### src/rtl/lte_ul_tdl_agc.sv
// Uplink block-floating AGC: per-antenna windowed peak tracking and a
// shift table that normalises 32-bit IQ samples to 30-bit IQ.
module lte_ul_tdl_agc #(
    parameter int WIN_LOG2 = 10,
    parameter int HEADROOM = 1
) (
    input  logic        clk_245,
    input  logic        syn_rst,
    input  logic        i_fram_hd,
    input  logic [31:0] i_data,
    input  logic        i_data_valid,
    input  logic        i_ant8_sel,
    input  logic        i_agc_en,
    output logic        o_fram_hd,
    output logic        o_ant8_sel,
    output logic        o_data_valid,
    output logic [29:0] o_data,
    output logic [2:0]  o_ant_idx,
    output logic [2:0]  o_shift,
    output logic        o_agc_upd
);

    localparam int RW = (WIN_LOG2 > 0) ? WIN_LOG2 : 1;
    localparam logic [RW-1:0] RND_LAST = RW'((64'd1 << WIN_LOG2) - 64'd1);
    localparam logic [22:0] PK_LIMIT = 23'(64'd1 << (15 - HEADROOM));

    function automatic logic [14:0] abs_sat(input logic [15:0] x);
        logic [15:0] n;
        n = x[15] ? (~x + 16'd1) : x;
        return n[15] ? 15'h7FFF : n[14:0];
    endfunction

    function automatic logic [2:0] calc_shift(input logic [14:0] pk);
        logic [2:0] s;
        s = 3'd0;
        for (int k = 0; k < 8; k++) begin
            if (({8'd0, pk} << k) < PK_LIMIT) begin
                s = 3'(k);
            end
        end
        return s;
    endfunction

    function automatic logic [14:0] sat15(input logic [22:0] v);
        logic [14:0] r;
        r = v[14:0];
        if (!v[22] && (v[21:14] != 8'h00)) begin
            r = 15'h3FFF;
        end else if (v[22] && (v[21:14] != 8'hFF)) begin
            r = 15'h4000;
        end
        return r;
    endfunction

    logic [2:0]    ant_cnt_q, ant_cnt_d;
    logic [RW-1:0] round_q, round_d;
    logic          win_end_q, win_end_d;
    logic [14:0]   peak_q [8];
    logic [14:0]   peak_d [8];
    logic [2:0]    shift_q [8];
    logic [2:0]    shift_d [8];

    logic [2:0]    cur_idx;
    logic [2:0]    last_idx;
    logic [14:0]   mag_i, mag_q, mag;
    logic          fh_acc;
    logic          tbl_upd;

    logic          s1_vld_q, s1_vld_d;
    logic          s1_fh_q, s1_fh_d;
    logic          s1_a8_q, s1_a8_d;
    logic [2:0]    s1_idx_q, s1_idx_d;
    logic [2:0]    s1_sh_q, s1_sh_d;
    logic [15:0]   s1_i_q, s1_i_d;
    logic [15:0]   s1_q_q, s1_q_d;

    logic          s2_vld_q, s2_vld_d;
    logic          s2_fh_q, s2_fh_d;
    logic          s2_a8_q, s2_a8_d;
    logic [2:0]    s2_idx_q, s2_idx_d;
    logic [2:0]    s2_sh_q, s2_sh_d;
    logic [22:0]   s2_i_q, s2_i_d;
    logic [22:0]   s2_q_q, s2_q_d;

    logic          o_vld_q, o_vld_d;
    logic          o_fh_q, o_fh_d;
    logic          o_a8_q, o_a8_d;
    logic [2:0]    o_idx_q, o_idx_d;
    logic [2:0]    o_sh_q, o_sh_d;
    logic [29:0]   o_data_q, o_data_d;

    logic signed [22:0] xi, xq;

    assign mag_i = abs_sat(i_data[31:16]);
    assign mag_q = abs_sat(i_data[15:0]);
    assign mag   = (mag_i > mag_q) ? mag_i : mag_q;

    // Antenna/round counting, peak tracking and window-end table rewrite
    always_comb begin
        ant_cnt_d = ant_cnt_q;
        round_d   = round_q;
        win_end_d = 1'b0;
        peak_d    = peak_q;
        shift_d   = shift_q;
        fh_acc    = i_data_valid && i_fram_hd;
        tbl_upd   = win_end_q && !fh_acc;
        cur_idx   = i_fram_hd ? 3'd0 : ant_cnt_q;
        last_idx  = i_ant8_sel ? 3'd7 : 3'd3;
        if (tbl_upd) begin
            for (int a = 0; a < 8; a++) begin
                shift_d[a] = calc_shift(peak_q[a]);
                peak_d[a]  = '0;
            end
            round_d = '0;
        end
        if (i_data_valid) begin
            if (i_fram_hd) begin
                for (int a = 0; a < 8; a++) begin
                    peak_d[a] = '0;
                end
                round_d = '0;
            end
            if (mag > peak_d[cur_idx]) begin
                peak_d[cur_idx] = mag;
            end
            if (cur_idx >= last_idx) begin
                ant_cnt_d = 3'd0;
                if (round_d == RND_LAST) begin
                    round_d   = '0;
                    win_end_d = 1'b1;
                end else begin
                    round_d = round_d + 1'b1;
                end
            end else begin
                ant_cnt_d = cur_idx + 3'd1;
            end
        end
    end

    // Three-stage datapath: capture + lookup, barrel shift, saturate
    always_comb begin
        s1_vld_d = i_data_valid;
        s1_fh_d  = i_fram_hd;
        s1_a8_d  = i_ant8_sel;
        s1_idx_d = cur_idx;
        s1_sh_d  = i_agc_en ? shift_q[cur_idx] : 3'd0;
        s1_i_d   = i_data[31:16];
        s1_q_d   = i_data[15:0];

        xi = $signed({{7{s1_i_q[15]}}, s1_i_q}) <<< s1_sh_q;
        xq = $signed({{7{s1_q_q[15]}}, s1_q_q}) <<< s1_sh_q;
        s2_vld_d = s1_vld_q;
        s2_fh_d  = s1_fh_q;
        s2_a8_d  = s1_a8_q;
        s2_idx_d = s1_idx_q;
        s2_sh_d  = s1_sh_q;
        s2_i_d   = xi >>> 1;
        s2_q_d   = xq >>> 1;

        o_vld_d  = s2_vld_q;
        o_fh_d   = s2_fh_q;
        o_a8_d   = s2_a8_q;
        o_idx_d  = s2_idx_q;
        o_sh_d   = s2_sh_q;
        o_data_d = o_data_q;
        if (s2_vld_q) begin
            o_data_d = {sat15(s2_i_q), sat15(s2_q_q)};
        end
    end

    // State and pipeline registers with synchronous reset
    always_ff @(posedge clk_245) begin
        if (syn_rst) begin
            ant_cnt_q <= '0;
            round_q   <= '0;
            win_end_q <= 1'b0;
            for (int a = 0; a < 8; a++) begin
                peak_q[a]  <= '0;
                shift_q[a] <= '0;
            end
            s1_vld_q <= 1'b0;
            s1_fh_q  <= 1'b0;
            s1_a8_q  <= 1'b0;
            s1_idx_q <= '0;
            s1_sh_q  <= '0;
            s1_i_q   <= '0;
            s1_q_q   <= '0;
            s2_vld_q <= 1'b0;
            s2_fh_q  <= 1'b0;
            s2_a8_q  <= 1'b0;
            s2_idx_q <= '0;
            s2_sh_q  <= '0;
            s2_i_q   <= '0;
            s2_q_q   <= '0;
            o_vld_q  <= 1'b0;
            o_fh_q   <= 1'b0;
            o_a8_q   <= 1'b0;
            o_idx_q  <= '0;
            o_sh_q   <= '0;
            o_data_q <= '0;
        end else begin
            ant_cnt_q <= ant_cnt_d;
            round_q   <= round_d;
            win_end_q <= win_end_d;
            peak_q    <= peak_d;
            shift_q   <= shift_d;
            s1_vld_q  <= s1_vld_d;
            s1_fh_q   <= s1_fh_d;
            s1_a8_q   <= s1_a8_d;
            s1_idx_q  <= s1_idx_d;
            s1_sh_q   <= s1_sh_d;
            s1_i_q    <= s1_i_d;
            s1_q_q    <= s1_q_d;
            s2_vld_q  <= s2_vld_d;
            s2_fh_q   <= s2_fh_d;
            s2_a8_q   <= s2_a8_d;
            s2_idx_q  <= s2_idx_d;
            s2_sh_q   <= s2_sh_d;
            s2_i_q    <= s2_i_d;
            s2_q_q    <= s2_q_d;
            o_vld_q   <= o_vld_d;
            o_fh_q    <= o_fh_d;
            o_a8_q    <= o_a8_d;
            o_idx_q   <= o_idx_d;
            o_sh_q    <= o_sh_d;
            o_data_q  <= o_data_d;
        end
    end

    assign o_data_valid = o_vld_q;
    assign o_fram_hd    = o_fh_q;
    assign o_ant8_sel   = o_a8_q;
    assign o_ant_idx    = o_idx_q;
    assign o_shift      = o_sh_q;
    assign o_data       = o_data_q;
    assign o_agc_upd    = tbl_upd && !syn_rst;

endmodule

### config.mk
export PLATFORM = sky130hd
export DESIGN_NAME = lte_ul_tdl_agc
export DESIGN_NICKNAME = d
export VERILOG_FILES = /design/src/rtl/lte_ul_tdl_agc.sv
export SDC_FILE = /design/constraint.sdc
export NUM_CORES = 1
export LEC_CHECK = 0
export BUFFER_PORTS_ARGS = -buffer_cell sky130_fd_sc_hd__buf_4
export CAP_MARGIN = 20
export CELL_PAD_IN_SITES_DETAIL_PLACEMENT = 0
export CELL_PAD_IN_SITES_GLOBAL_PLACEMENT = 1
export CORE_MARGIN = 5
export CORE_UTILIZATION = 30
export DETAILED_ROUTE_END_ITERATION = 8
export GPL_TIMING_DRIVEN = 0
export PLACE_DENSITY = 0.59
export SKIP_LAST_GASP = 1
export SLEW_MARGIN = 0
export SYNTH_ARGS = -nofsm -noshare
export SYNTH_HDL_FRONTEND = slang
export SYNTH_SLANG_ARGS = --single-unit
### constraint.sdc
create_clock -name clk_245 -period 5.3 [get_ports clk_245]
set_input_delay 0.265 -clock clk_245 [delete_from_list [all_inputs] [get_ports clk_245]]
set_output_delay 0.265 -clock clk_245 [all_outputs]
set_load 0.02 [all_outputs]
==> impl_metrics.env <==
export IMPL_ys_top_cells_by_area="dfxtp_1 42%, a22o_1 6.0%, a21oi_1 5.4%"
export IMPL_die_area_mm2=0.0511
export IMPL_period_needed_ns=5.23
export IMPL_clk_pin_slew_ns=0.06
export IMPL_syn_area_per_cell_um2=8.82
export IMPL_grt_total_usage_pct=19.9
export IMPL_cts_tree="built"
export IMPL_path_delay_family="simple AND/OR/NAND/NOR gates"
export IMPL_finalCritPeriodShare_pct=98.6
export IMPL_hold_viol=0
export IMPL_slew_violations=0
export IMPL_yosysTopAreaCellShare_pct=41.6
export IMPL_io_pins=78
export IMPL_cp_end_kind="register"
export IMPL_design_core_area_mm2=0.0464
export IMPL_grt_max_degree=14
export IMPL_hpwl_mm=39.2
export IMPL_drv_cap=0
export IMPL_critPathLaunchType="primary input"
export IMPL_rows=79
export IMPL_p_leak_nw=6.46
export IMPL_yosysTopAreaCell="dfxtp_1"
export IMPL_synth_cell_type_count=60
export IMPL_p_total_mw=5.54
export IMPL_fillers=4702
export IMPL_final_antenna_net_count=0
export IMPL_cell_internal_pwr_mw=3.95
export IMPL_synthFlopType="dfxtp_1"
export IMPL_final_cells=2393
export IMPL_grtUsageMet1_pct=28.1
export IMPL_gr_max_usage_layer="met2"
export IMPL_crit_required_ns=5.73
export IMPL_cts_sinks=291
export IMPL_drc=0
export IMPL_status="completed"
export IMPL_vias_per_cell=5.40
export IMPL_sw_frac_of_total_pct=28.7
export IMPL_setup_tns_ns=0
export IMPL_ys_seq_elements=291
export IMPL_seqPwrFrac_pct=41.9
export IMPL_overflow=0
export IMPL_drt_pass1_iterations=5
export IMPL_root_buffer="clkbuf_16"
export IMPL_syn_inst=1587
export IMPL_fin_skew_ns=0.0220
export IMPL_power_density_mw_per_mm2=314
export IMPL_p_switching_mw=1.59
export IMPL_antenna_found_initial=2
export IMPL_wl_per_cell_um=22.0
export IMPL_clk_latency_ns=0.55
export IMPL_synthArstFlopShare_pct=0
export IMPL_start_util_pct=30.2
export IMPL_use_met3_pct=3.41
export IMPL_finalSetupViolCount=0
export IMPL_clockPowerShare_pct=41.3
export IMPL_nets=1836
export IMPL_gp_congestion=0.896
export IMPL_portBuffers=73
export IMPL_path_buf_inv=5
export IMPL_slowest_stage="or4_4"
export IMPL_die_x_um=226
export IMPL_drive_above_1_share_pct=17.8
export IMPL_path_class="primary input to register"
export IMPL_cts_max_level=2
export IMPL_grt_pass1_vias=12600
export IMPL_syn2layout_area_growth_pct=26.2
export IMPL_num_vias=12900
export IMPL_drt_iter0_drc=1043
export IMPL_hold_class="primary input to register"
export IMPL_crit_path_max_fanout=7
export IMPL_fmax_mhz=191
export IMPL_vdd_ir_drop_max_mv=0.321
export IMPL_drt_wl_total_mm=52.7
export IMPL_cp_slowest_stage_delay_ns=0.52
export IMPL_crit_arrival_ns=5.66
export IMPL_rsz0062_at_grt="true"
export IMPL_clock_path_buffers=3
export IMPL_cts_buffers=34
export IMPL_ys_warn_count=0
export IMPL_ys_seq_area_share_pct=41.6
export IMPL_slew_headroom_pct=26.3
export IMPL_met2_usage_pct=31.3
export IMPL_synthesis_area_mm2=0.0140
export IMPL_worst_pin_slew_ns=1.10
export IMPL_place_inst=2268
export IMPL_syn_nets=1660
export IMPL_dieHeight_um=226
export IMPL_synth_edff_count=0
export IMPL_path_cells="buf_8 -> or4_4 -> buf_6 -> or4_4 -> o31a_1 -> o21a_1 -> ha_1 -> nand4_1 -> nor2_1 -> o31ai_2 -> a21oi_2 -> buf_6 -> mux2_4 -> ha_4 -> nand4_1 -> nor3_4 -> o31ai_4 -> o211ai_1 -> buf_4 -> and4_4 -> o21ai_4 -> clkbuf_16 -> a22o_1"
export IMPL_comb_power_share_pct=16.8
export IMPL_grt_pass1_wl_mm=78.4
## synth_stat cells (all sizes together), types with 9 or more instances
library cell  instances
a211oi               18
a21oi               150
a221oi                9
a22o                 96
a311oi               23
a31oi                21
and2                 13
buf                  17
clkbuf               96
dfxtp               291
ha                   35
inv                  40
mux2                 19
mux2i                62
mux4                 21
nand2               143
nand2b               42
nand3                56
nand4                19
nor2                126
nor2b                53
nor3                 28
o21ai                63
o311ai                9
o31ai                12
or2                  13
or3                  10
xor2                 14
## power groups by stage
| stage | clock network, mW | registers [mW] | logic, mW |
|---|---|---|---|
| detailed placement | 0 | 2.37 | 0.765 |
| global route | 2.43 | 2.33 | 1.01 |
| floorplan | 0 | 2.35 | 0.477 |
| finish | 2.29 | 2.32 | 0.932 |
| CTS | 2.35 | 2.32 | 0.867 |
| global placement | 0 | 2.37 | 0.762 |
## cells in the final DEF, fill, tap and decap left out, types with 12 or more instances in the layout
master	synthesis	final
a21oi_1	150	143
mux2i_1	60	60
ha_1	35	30
and2_1	12	12
xor2_1	14	13
a311oi_1	23	21
or2_2	13	13
a22o_1	96	96
mux4_2	21	21
a31oi_1	16	15
nor3_1	28	24
dlygate4sd3_1	0	18
nor2_1	126	118
clkbuf_1	96	84
buf_4	0	116
clkbuf_16	0	36
mux2_2	18	12
inv_1	39	39
nand3_1	56	54
a211oi_1	18	18
dfxtp_1	291	291
nand2_1	143	143
o21ai_0	60	54
nand4_1	19	19
nor2b_1	53	53
nand2b_1	42	42
## routing by layer
| metal | share of wire (%) | wire [um] |
|---|---|---|
| met5 | 0.051 | 27 |
| met2 | 45 | 23500 |
| met4 | 2.5 | 1310 |
| met1 | 47 | 24700 |
| met3 | 6.0 | 3180 |
## logic make-up after synthesis
family                     count (synthesis)  synth area share (%)
AOI/OAI and AO/OA                        443                  21.4
xor gates and xnor gates                  19                  1.19
adders and majority gates                 35                  3.13
buffers and inverters                    155                  4.20
DFF                                      291                  41.6
muxes                                    102                  9.42
and+or+nand+nor                          542                  19.0
## flip-flops by register name, summed over array words and instances, names as in the netlist, 3 cells and up
register   flops
peak_q       120
o_data        30
shift_q       24
s2_i_q        22
s2_q_q        22
s1_i_q        16
s1_q_q        16
round_q       10
ant_cnt_q      3
o_ant_idx      3
o_idx_d        3
o_sh_d         3
o_shift        3
s1_idx_q       3
s1_sh_q        3
## layout make-up
cell class	instances	area (um^2)	area share, %
inverter	42	158	0.892
clock inverter	13	148	0.836
multi-input combinational	1141	8040	45.5
sequential	291	5830	33.0
tap	607	759	4.30
timing repair buffer	144	1270	7.19
clock buffer	45	952	5.39
buffer	109	509	2.88
antenna	1	2.50	0.0142
## timing repair
action                     CTS  global route
hold endpoints to repair    17             1
setup endpoints to repair  120           120
hold buffers                17             1
buffers inserted            27            20
gates cloned                 1             4
gates resized for setup     78            65
pin swaps                   15            31
## stage by stage
step	hold slack [ns]	cell area (um^2)	util [%]	worst slack (ns)
after floorplan	0.393	14100	-	0.0224
after global placement	0.427	15400	33.2	-1.92
after detailed placement	0.427	15400	33.2	-1.89
after CTS	0.00190	17200	37.1	0.0170
after global routing	0.0102	17700	38.1	-0.128
final	0.0187	17700	38.1	0.0743
## worst paths after layout
path                      from            to  slack [ns]  depth (start not counted)
setup / recovery    i_data[24]     peak_q[6]        0.07                         23
hold / removal      i_data[17]     s1_i_q[1]        0.02                          3
setup reg to reg  ant_cnt_q[2]     peak_q[6]        0.17                         16
hold reg to reg     o_idx_d[2]  o_ant_idx[2]        0.44                          1
## tightest hold or removal path, stage by stage
cell,delay [ns]
buf_6,0.11
inv_1,0.08
nor2_1,0.06
No activity file was read; power rests on OpenSTA's default activity.
